[src/rtl/mandelbrot_pkg.sv]
// Shared fixed-point layout, constants and FSM state encoding for the Mandelbrot datapath.
package mandelbrot_pkg;

  localparam int FP_S = 1;
  localparam int FP_I = 4;

  // Fraction bits of an s4.F word of the given total width.
  function automatic int fp_frac(input int fpw);
    return fpw - FP_S - FP_I;
  endfunction

  typedef enum logic [2:0] {
    ST_IDLE = 3'd0,
    ST_M0   = 3'd1,
    ST_M1   = 3'd2,
    ST_M2   = 3'd3,
    ST_M3   = 3'd4,
    ST_M4   = 3'd5,
    ST_UPD  = 3'd6,
    ST_OUT  = 3'd7
  } state_t;

endpackage

[src/rtl/mandelbrot_if.sv]
// Point-in / result-out valid-ready streams of the Mandelbrot iterator.
interface mandelbrot_if #(
  parameter int FPW = 27,
  parameter int AW  = 12,
  parameter int IW  = 8
);
  logic           in_vld;
  logic           in_rdy;
  logic [FPW-1:0] in_x;
  logic [FPW-1:0] in_y;
  logic [AW-1:0]  in_adr;
  logic           out_vld;
  logic           out_rdy;
  logic [AW-1:0]  out_adr;
  logic [IW-1:0]  out_dat;

  modport master (
    output in_vld, in_x, in_y, in_adr, out_rdy,
    input  in_rdy, out_vld, out_adr, out_dat
  );

  modport slave (
    input  in_vld, in_x, in_y, in_adr, out_rdy,
    output in_rdy, out_vld, out_adr, out_dat
  );
endinterface

[src/rtl/mandelbrot_mul.sv]
// Registered signed FPW x FPW multiply, product rescaled to s8.F (FPW+4 bits).
module mandelbrot_mul
  import mandelbrot_pkg::*;
#(
  parameter int FPW = 27
) (
  input  logic                  clk,
  input  logic                  rst_n,
  input  logic                  clk_en,
  input  logic signed [FPW-1:0] a,
  input  logic signed [FPW-1:0] b,
  output logic signed [FPW+3:0] p
);
  localparam int F  = fp_frac(FPW);
  localparam int PW = FPW + 4;
  localparam int XW = 2 * FPW;

  logic signed [PW-1:0] p_reg;

  // Operands bounded by the escape test, so dropping the top product bits never wraps.
  always_ff @(posedge clk or negedge rst_n) begin
    if (!rst_n) begin
      p_reg <= '0;
    end else if (clk_en) begin
      p_reg <= PW'((XW'(a) * XW'(b)) >>> F);
    end
  end

  assign p = p_reg;
endmodule

[src/rtl/mandelbrot_calc.sv]
// Mandelbrot escape-time iterator: accepts a point, iterates z <- z^2 + c on one shared multiplier,
// reports the iteration count with the pixel address.
module mandelbrot_calc
  import mandelbrot_pkg::*;
#(
  parameter int FPW     = 27,
  parameter int AW      = 12,
  parameter int IW      = 8,
  parameter int MAXITER = 255
) (
  input  logic clk,
  input  logic rst_n,
  input  logic clk_en,
  mandelbrot_if.slave bus
);
  localparam int F  = fp_frac(FPW);
  localparam int PW = FPW + 4;
  localparam int SW = FPW + 5;

  typedef logic signed [FPW-1:0] fp_t;
  typedef logic signed [PW-1:0]  prod_t;
  typedef logic signed [SW-1:0]  sum_t;

  localparam sum_t FOUR = sum_t'(longint'(4) << F);

  state_t         state_reg;
  fp_t            cx_reg, cy_reg, zx_reg, zy_reg;
  fp_t            op_a_reg, op_b_reg;
  prod_t          xx_reg, yy_reg, xy_reg;
  prod_t          prod;
  logic [AW-1:0]  adr_reg;
  logic [IW-1:0]  niter_reg;
  logic           out_vld_reg;
  logic [AW-1:0]  out_adr_reg;
  logic [IW-1:0]  out_dat_reg;

  sum_t mag_next;
  fp_t  zx_next, zy_next;
  logic escape_next, stop_next;

  mandelbrot_mul #(.FPW(FPW)) u_mul (
    .clk    (clk),
    .rst_n  (rst_n),
    .clk_en (clk_en),
    .a      (op_a_reg),
    .b      (op_b_reg),
    .p      (prod)
  );

  // Escape sum and next z are formed one bit wider than the products so nothing wraps.
  always_comb begin
    mag_next    = sum_t'(xx_reg) + sum_t'(yy_reg);
    escape_next = mag_next > FOUR;
    stop_next   = escape_next || (niter_reg == IW'(MAXITER));
    zx_next     = fp_t'(sum_t'(xx_reg) - sum_t'(yy_reg) + sum_t'(cx_reg));
    zy_next     = fp_t'((sum_t'(xy_reg) <<< 1) + sum_t'(cy_reg));
  end

  always_ff @(posedge clk or negedge rst_n) begin
    if (!rst_n) begin
      state_reg   <= ST_IDLE;
      cx_reg      <= '0;
      cy_reg      <= '0;
      zx_reg      <= '0;
      zy_reg      <= '0;
      op_a_reg    <= '0;
      op_b_reg    <= '0;
      xx_reg      <= '0;
      yy_reg      <= '0;
      xy_reg      <= '0;
      adr_reg     <= '0;
      niter_reg   <= '0;
      out_vld_reg <= 1'b0;
      out_adr_reg <= '0;
      out_dat_reg <= '0;
    end else if (clk_en) begin
      case (state_reg)
        ST_IDLE: begin
          if (bus.in_vld) begin
            cx_reg    <= fp_t'(bus.in_x);
            cy_reg    <= fp_t'(bus.in_y);
            adr_reg   <= bus.in_adr;
            zx_reg    <= '0;
            zy_reg    <= '0;
            niter_reg <= '0;
            state_reg <= ST_M0;
          end
        end
        ST_M0: begin
          op_a_reg  <= zx_reg;
          op_b_reg  <= zx_reg;
          state_reg <= ST_M1;
        end
        ST_M1: begin
          op_a_reg  <= zy_reg;
          op_b_reg  <= zy_reg;
          state_reg <= ST_M2;
        end
        ST_M2: begin
          xx_reg    <= prod;
          op_a_reg  <= zx_reg;
          op_b_reg  <= zy_reg;
          state_reg <= ST_M3;
        end
        ST_M3: begin
          yy_reg    <= prod;
          state_reg <= ST_M4;
        end
        ST_M4: begin
          xy_reg    <= prod;
          state_reg <= ST_UPD;
        end
        ST_UPD: begin
          if (stop_next) begin
            out_dat_reg <= niter_reg;
            out_adr_reg <= adr_reg;
            out_vld_reg <= 1'b1;
            state_reg   <= ST_OUT;
          end else begin
            zx_reg    <= zx_next;
            zy_reg    <= zy_next;
            niter_reg <= niter_reg + IW'(1);
            state_reg <= ST_M0;
          end
        end
        ST_OUT: begin
          if (bus.out_rdy) begin
            out_vld_reg <= 1'b0;
            state_reg   <= ST_IDLE;
          end
        end
        default: state_reg <= ST_IDLE;
      endcase
    end
  end

  assign bus.in_rdy  = (state_reg == ST_IDLE);
  assign bus.out_vld = out_vld_reg;
  assign bus.out_adr = out_adr_reg;
  assign bus.out_dat = out_dat_reg;
endmodule

[src/flat_wrapper.sv]
// flat-port wrapper written by rule: the top's interface ports become plain ports
module mandelbrot_calc_flat import mandelbrot_pkg::*;
#(
  parameter int FPW     = 27,
  parameter int AW      = 12,
  parameter int IW      = 8,
  parameter int MAXITER = 255
)
  (clk, rst_n, clk_en, bus_in_vld, bus_in_x, bus_in_y, bus_in_adr, bus_out_rdy, bus_in_rdy, bus_out_vld, bus_out_adr, bus_out_dat);
  mandelbrot_if #(.FPW(FPW), .AW(AW), .IW(IW)) bus_i ();
  input  logic clk;
  input  logic rst_n;
  input  logic clk_en;
  input wire logic [$bits(bus_i.in_vld)-1:0] bus_in_vld;
  input wire logic [$bits(bus_i.in_x)-1:0] bus_in_x;
  input wire logic [$bits(bus_i.in_y)-1:0] bus_in_y;
  input wire logic [$bits(bus_i.in_adr)-1:0] bus_in_adr;
  input wire logic [$bits(bus_i.out_rdy)-1:0] bus_out_rdy;
  output wire logic [$bits(bus_i.in_rdy)-1:0] bus_in_rdy;
  output wire logic [$bits(bus_i.out_vld)-1:0] bus_out_vld;
  output wire logic [$bits(bus_i.out_adr)-1:0] bus_out_adr;
  output wire logic [$bits(bus_i.out_dat)-1:0] bus_out_dat;
  assign bus_i.in_vld = bus_in_vld;
  assign bus_i.in_x = bus_in_x;
  assign bus_i.in_y = bus_in_y;
  assign bus_i.in_adr = bus_in_adr;
  assign bus_i.out_rdy = bus_out_rdy;
  assign bus_in_rdy = bus_i.in_rdy;
  assign bus_out_vld = bus_i.out_vld;
  assign bus_out_adr = bus_i.out_adr;
  assign bus_out_dat = bus_i.out_dat;
  mandelbrot_calc #(.FPW(FPW), .AW(AW), .IW(IW), .MAXITER(MAXITER)) u_core (.clk(clk), .rst_n(rst_n), .clk_en(clk_en), .bus(bus_i));
endmodule
[config.mk]
export PLATFORM = sky130hd
export DESIGN_NAME = mandelbrot_calc_flat
export DESIGN_NICKNAME = d
export VERILOG_FILES = /design/src/rtl/mandelbrot_pkg.sv /design/src/rtl/mandelbrot_if.sv /design/src/rtl/mandelbrot_mul.sv /design/src/rtl/mandelbrot_calc.sv /design/src/flat_wrapper.sv
export SDC_FILE = /design/constraint.sdc
export NUM_CORES = 2
export LEC_CHECK = 0
export ABC_CLOCK_PERIOD_IN_PS = 13470
export CAP_MARGIN = 5
export CORE_ASPECT_RATIO = 0.8
export CORE_MARGIN = 1.5
export CORE_UTILIZATION = 55
export CTS_CLUSTER_DIAMETER = 200
export CTS_CLUSTER_SIZE = 20
export DETAILED_ROUTE_END_ITERATION = 16
export GPL_TIMING_DRIVEN = 0
export PLACE_DENSITY = 0.72
export SYNTH_ARGS = -nofsm -noshare
export SYNTH_HDL_FRONTEND = slang
export SYNTH_SLANG_ARGS = --single-unit
[constraint.sdc]
create_clock -name clk -period 13.47 [get_ports clk]
set_input_delay 2.0205 -clock clk [delete_from_list [all_inputs] [get_ports clk]]
set_output_delay 2.0205 -clock clk [all_outputs]
set_load 0.05 [all_outputs]
==> impl_metrics.json <==
{
  "dr.pass1.iters": 6,
  "hold_violations": 0,
  "cts_setup_buffers": 0,
  "routed_wl_um": 137000,
  "r2r-start": "u_core.op_b_reg[7]",
  "min_path_type": "reg2reg",
  "yosysUniqueCellTypes": 90,
  "grt_pass1_wl_um": 211000,
  "die_h_um": 256,
  "synth.avg_cell_area_um2": 9.50,
  "hpwl_um": 113000,
  "fin_crit_ns": 10.46,
  "crit_path_max_incr_delay_ns": 1.05,
  "ys.warnings.count": 0,
  "antenna_found_initial": 5,
  "drcViolationCount": 0,
  "critPathCapture": "u_core.u_mul.p[23]",
  "synth-seq-cells": 325,
  "fin_area_um2": 46900,
  "reg2reg_to": "u_core.u_mul.p[23]",
  "crit_start": "u_core.op_b_reg[7]",
  "end_kind": "flip-flop",
  "finish.utilization_pct": 59.3,
  "detail-route-antenna-nets": 0,
  "relSlewSlack_pct": 8.31,
  "outcome": "finished clean",
  "nets": 5868,
  "ctsLongestPathBuffers": 3,
  "r2r_cells": 25,
  "path_buf_inv": 5,
  "crit_top_cell": "fa_1",
  "clock_latency_ns": 0.56,
  "cp.arrival_ns": 10.85,
  "drt_iter0_drc": 3449,
  "ys_seq_area_share_pct": 18.5,
  "syn_nets": 5751,
  "ctsRootBufferMaster": "clkbuf_16",
  "layout-drive-gt1-share_pct": 4.98,
  "synthCells": 4640,
  "cts_hold_buffers": 0,
  "fmax_mhz": 95.6,
  "die_area_um2": 81800,
  "yosysMostFrequentCell": "inv_1",
  "hp-start": "u_core.adr_reg[9]",
  "cts_tree": "yes",
  "regArea_um2": 8130,
  "grt_pass1_vias": 34287,
  "io_pins": 93,
  "crit_cells": 25,
  "cts_resized": 0,
  "numCtsBuffers": 20,
  "synth_top_area_cell": "fa_1",
  "startpoint_type": "flip-flop",
  "crit_family": "adder cells",
  "syn2layout_area_growth_pct": 6.49,
  "rsz0062_at_grt": "no",
  "slew_violations": 0,
  "dpl-instance-area_um2": 46400,
  "finClkSkew_ns": 0.0357,
  "period_share_pct": 77.6,
  "gp_congestion": 1.04,
  "multi_input_area_um2": 31200,
  "synth_edf_count": 0,
  "nFillCells": 6883,
  "async_flop_share_pct": 100,
  "viasPerCell": 5.73,
  "worstMarginPinSlew_ns": 1.36,
  "maxCapViolCount": 0,
  "core-area_um2": 79100,
  "dp.cells": 5769,
  "synthFlopType": "dfrtp_1",
  "gr-total-overflow": 0,
  "r2r_setup_slack_ns": 3.01,
  "synth_commonest_cells": "inv_1 (1004), fa_1 (780), nand2_1 (586)",
  "cp.required_ns": 13.87,
  "die_x_um": 319,
  "grt_max_degree": 97,
  "clock-sinks": 325,
  "slowest_stage": "o311ai_1",
  "synth.top_cell.area_share_pct": 35.4,
  "ys_top_cells_by_area": "fa_1 (35%), dfrtp_1 (18%), inv_1 (8.6%)",
  "io_buffer_count": 92,
  "track_usage_pct": 34.5,
  "htree_num_levels": 1,
  "stdcell_count": 5795,
  "post_drt_wl_per_cell_um": 23.6,
  "core.rowCount": 92,
  "syn_area_um2": 44100,
  "path_clk_slew_ns": 0.08,
  "path_max_fanout": 13,
  "start_util_pct": 55.7,
  "setup_viol": 0,
  "crit_type": "reg2reg",
  "vias": 33184
}
metrics by stage:
stage / TNS [ns] / setup WS [ns] / hold WS (ns)
floorplan: 0 / 6.27 / 0.464
global placement: -1334.06 / -4.17 / 0.482
detailed placement: 0 / 3.24 / 0.492
CTS: 0 / 3.20 / 0.512
global route: 0 / 2.92 / 0.531
finish: 0 / 3.01 / 0.509
worst min path at each step:
stage,cells after the start,slack [ns],endpoint
after floorplan,2,0.46,u_core.zy_reg[12]
after global placement,1,0.48,u_core.bus.out_adr[8]
after detailed placement,1,0.49,u_core.bus.out_adr[2]
after CTS,1,0.51,u_core.bus.out_adr[2]
after global routing,1,0.53,u_core.bus.out_adr[2]
final,1,0.51,u_core.bus.out_adr[9]
kinds of logic (layout without fill, tap and decap cells):
group | Yosys count | after routing | synth area share, %
mux | 209 | 209 | 5.35
xor+xnor | 97 | 97 | 1.93
compound gates | 508 | 508 | 7.35
other cells | 0 | 4 | 0
flops | 325 | 325 | 18.5
buf+inv | 1249 | 1366 | 10.8
fa+ha+maj | 1040 | 1040 | 42.8
simple gates | 1212 | 1212 | 13.3
layout make-up:
| cell class | instances | share of cell area (%) |
|---|---|---|
| diodes | 4 | 0.0213 |
| well taps | 1034 | 2.76 |
| repair buffers | 95 | 2.15 |
| multi-input cells | 3066 | 66.5 |
| clock inverters | 1 | 0.0347 |
| inverters | 1007 | 8.06 |
| plain buffers | 242 | 2.08 |
| flip-flops and latches | 325 | 17.3 |
| clock buffers | 21 | 1.12 |
metal layers:
layer | share of wire, % | global-route usage, %
met3 | 13 | 10.3
met2 | 40 | 48.2
met4 | 3.6 | 9.97
met5 | 0 | 0
met1 | 43 | 51.7
placed cells by master (no fill, tap or decap), drive strengths merged, types with 20 or more instances in the layout:
| master | count |
|---|---|
| nand3 | 64 |
| buf | 34 |
| nand2 | 586 |
| nor2 | 103 |
| mux2 | 153 |
| o21a | 20 |
| xor2 | 32 |
| mux2i | 56 |
| nand2b | 25 |
| dfrtp | 325 |
| nor3 | 27 |
| clkdlybuf4s50 | 91 |
| fa | 780 |
| clkbuf | 233 |
| inv | 1008 |
| a211oi | 21 |
| a21o | 32 |
| a21oi | 91 |
| nor2b | 30 |
| xnor2 | 65 |
| and2 | 300 |
| ha | 260 |
| o21ai | 206 |
Power is left out: the tool's default activity adds up to more than one toggle a clock period on the data nets, which glitch-free logic cannot reach.
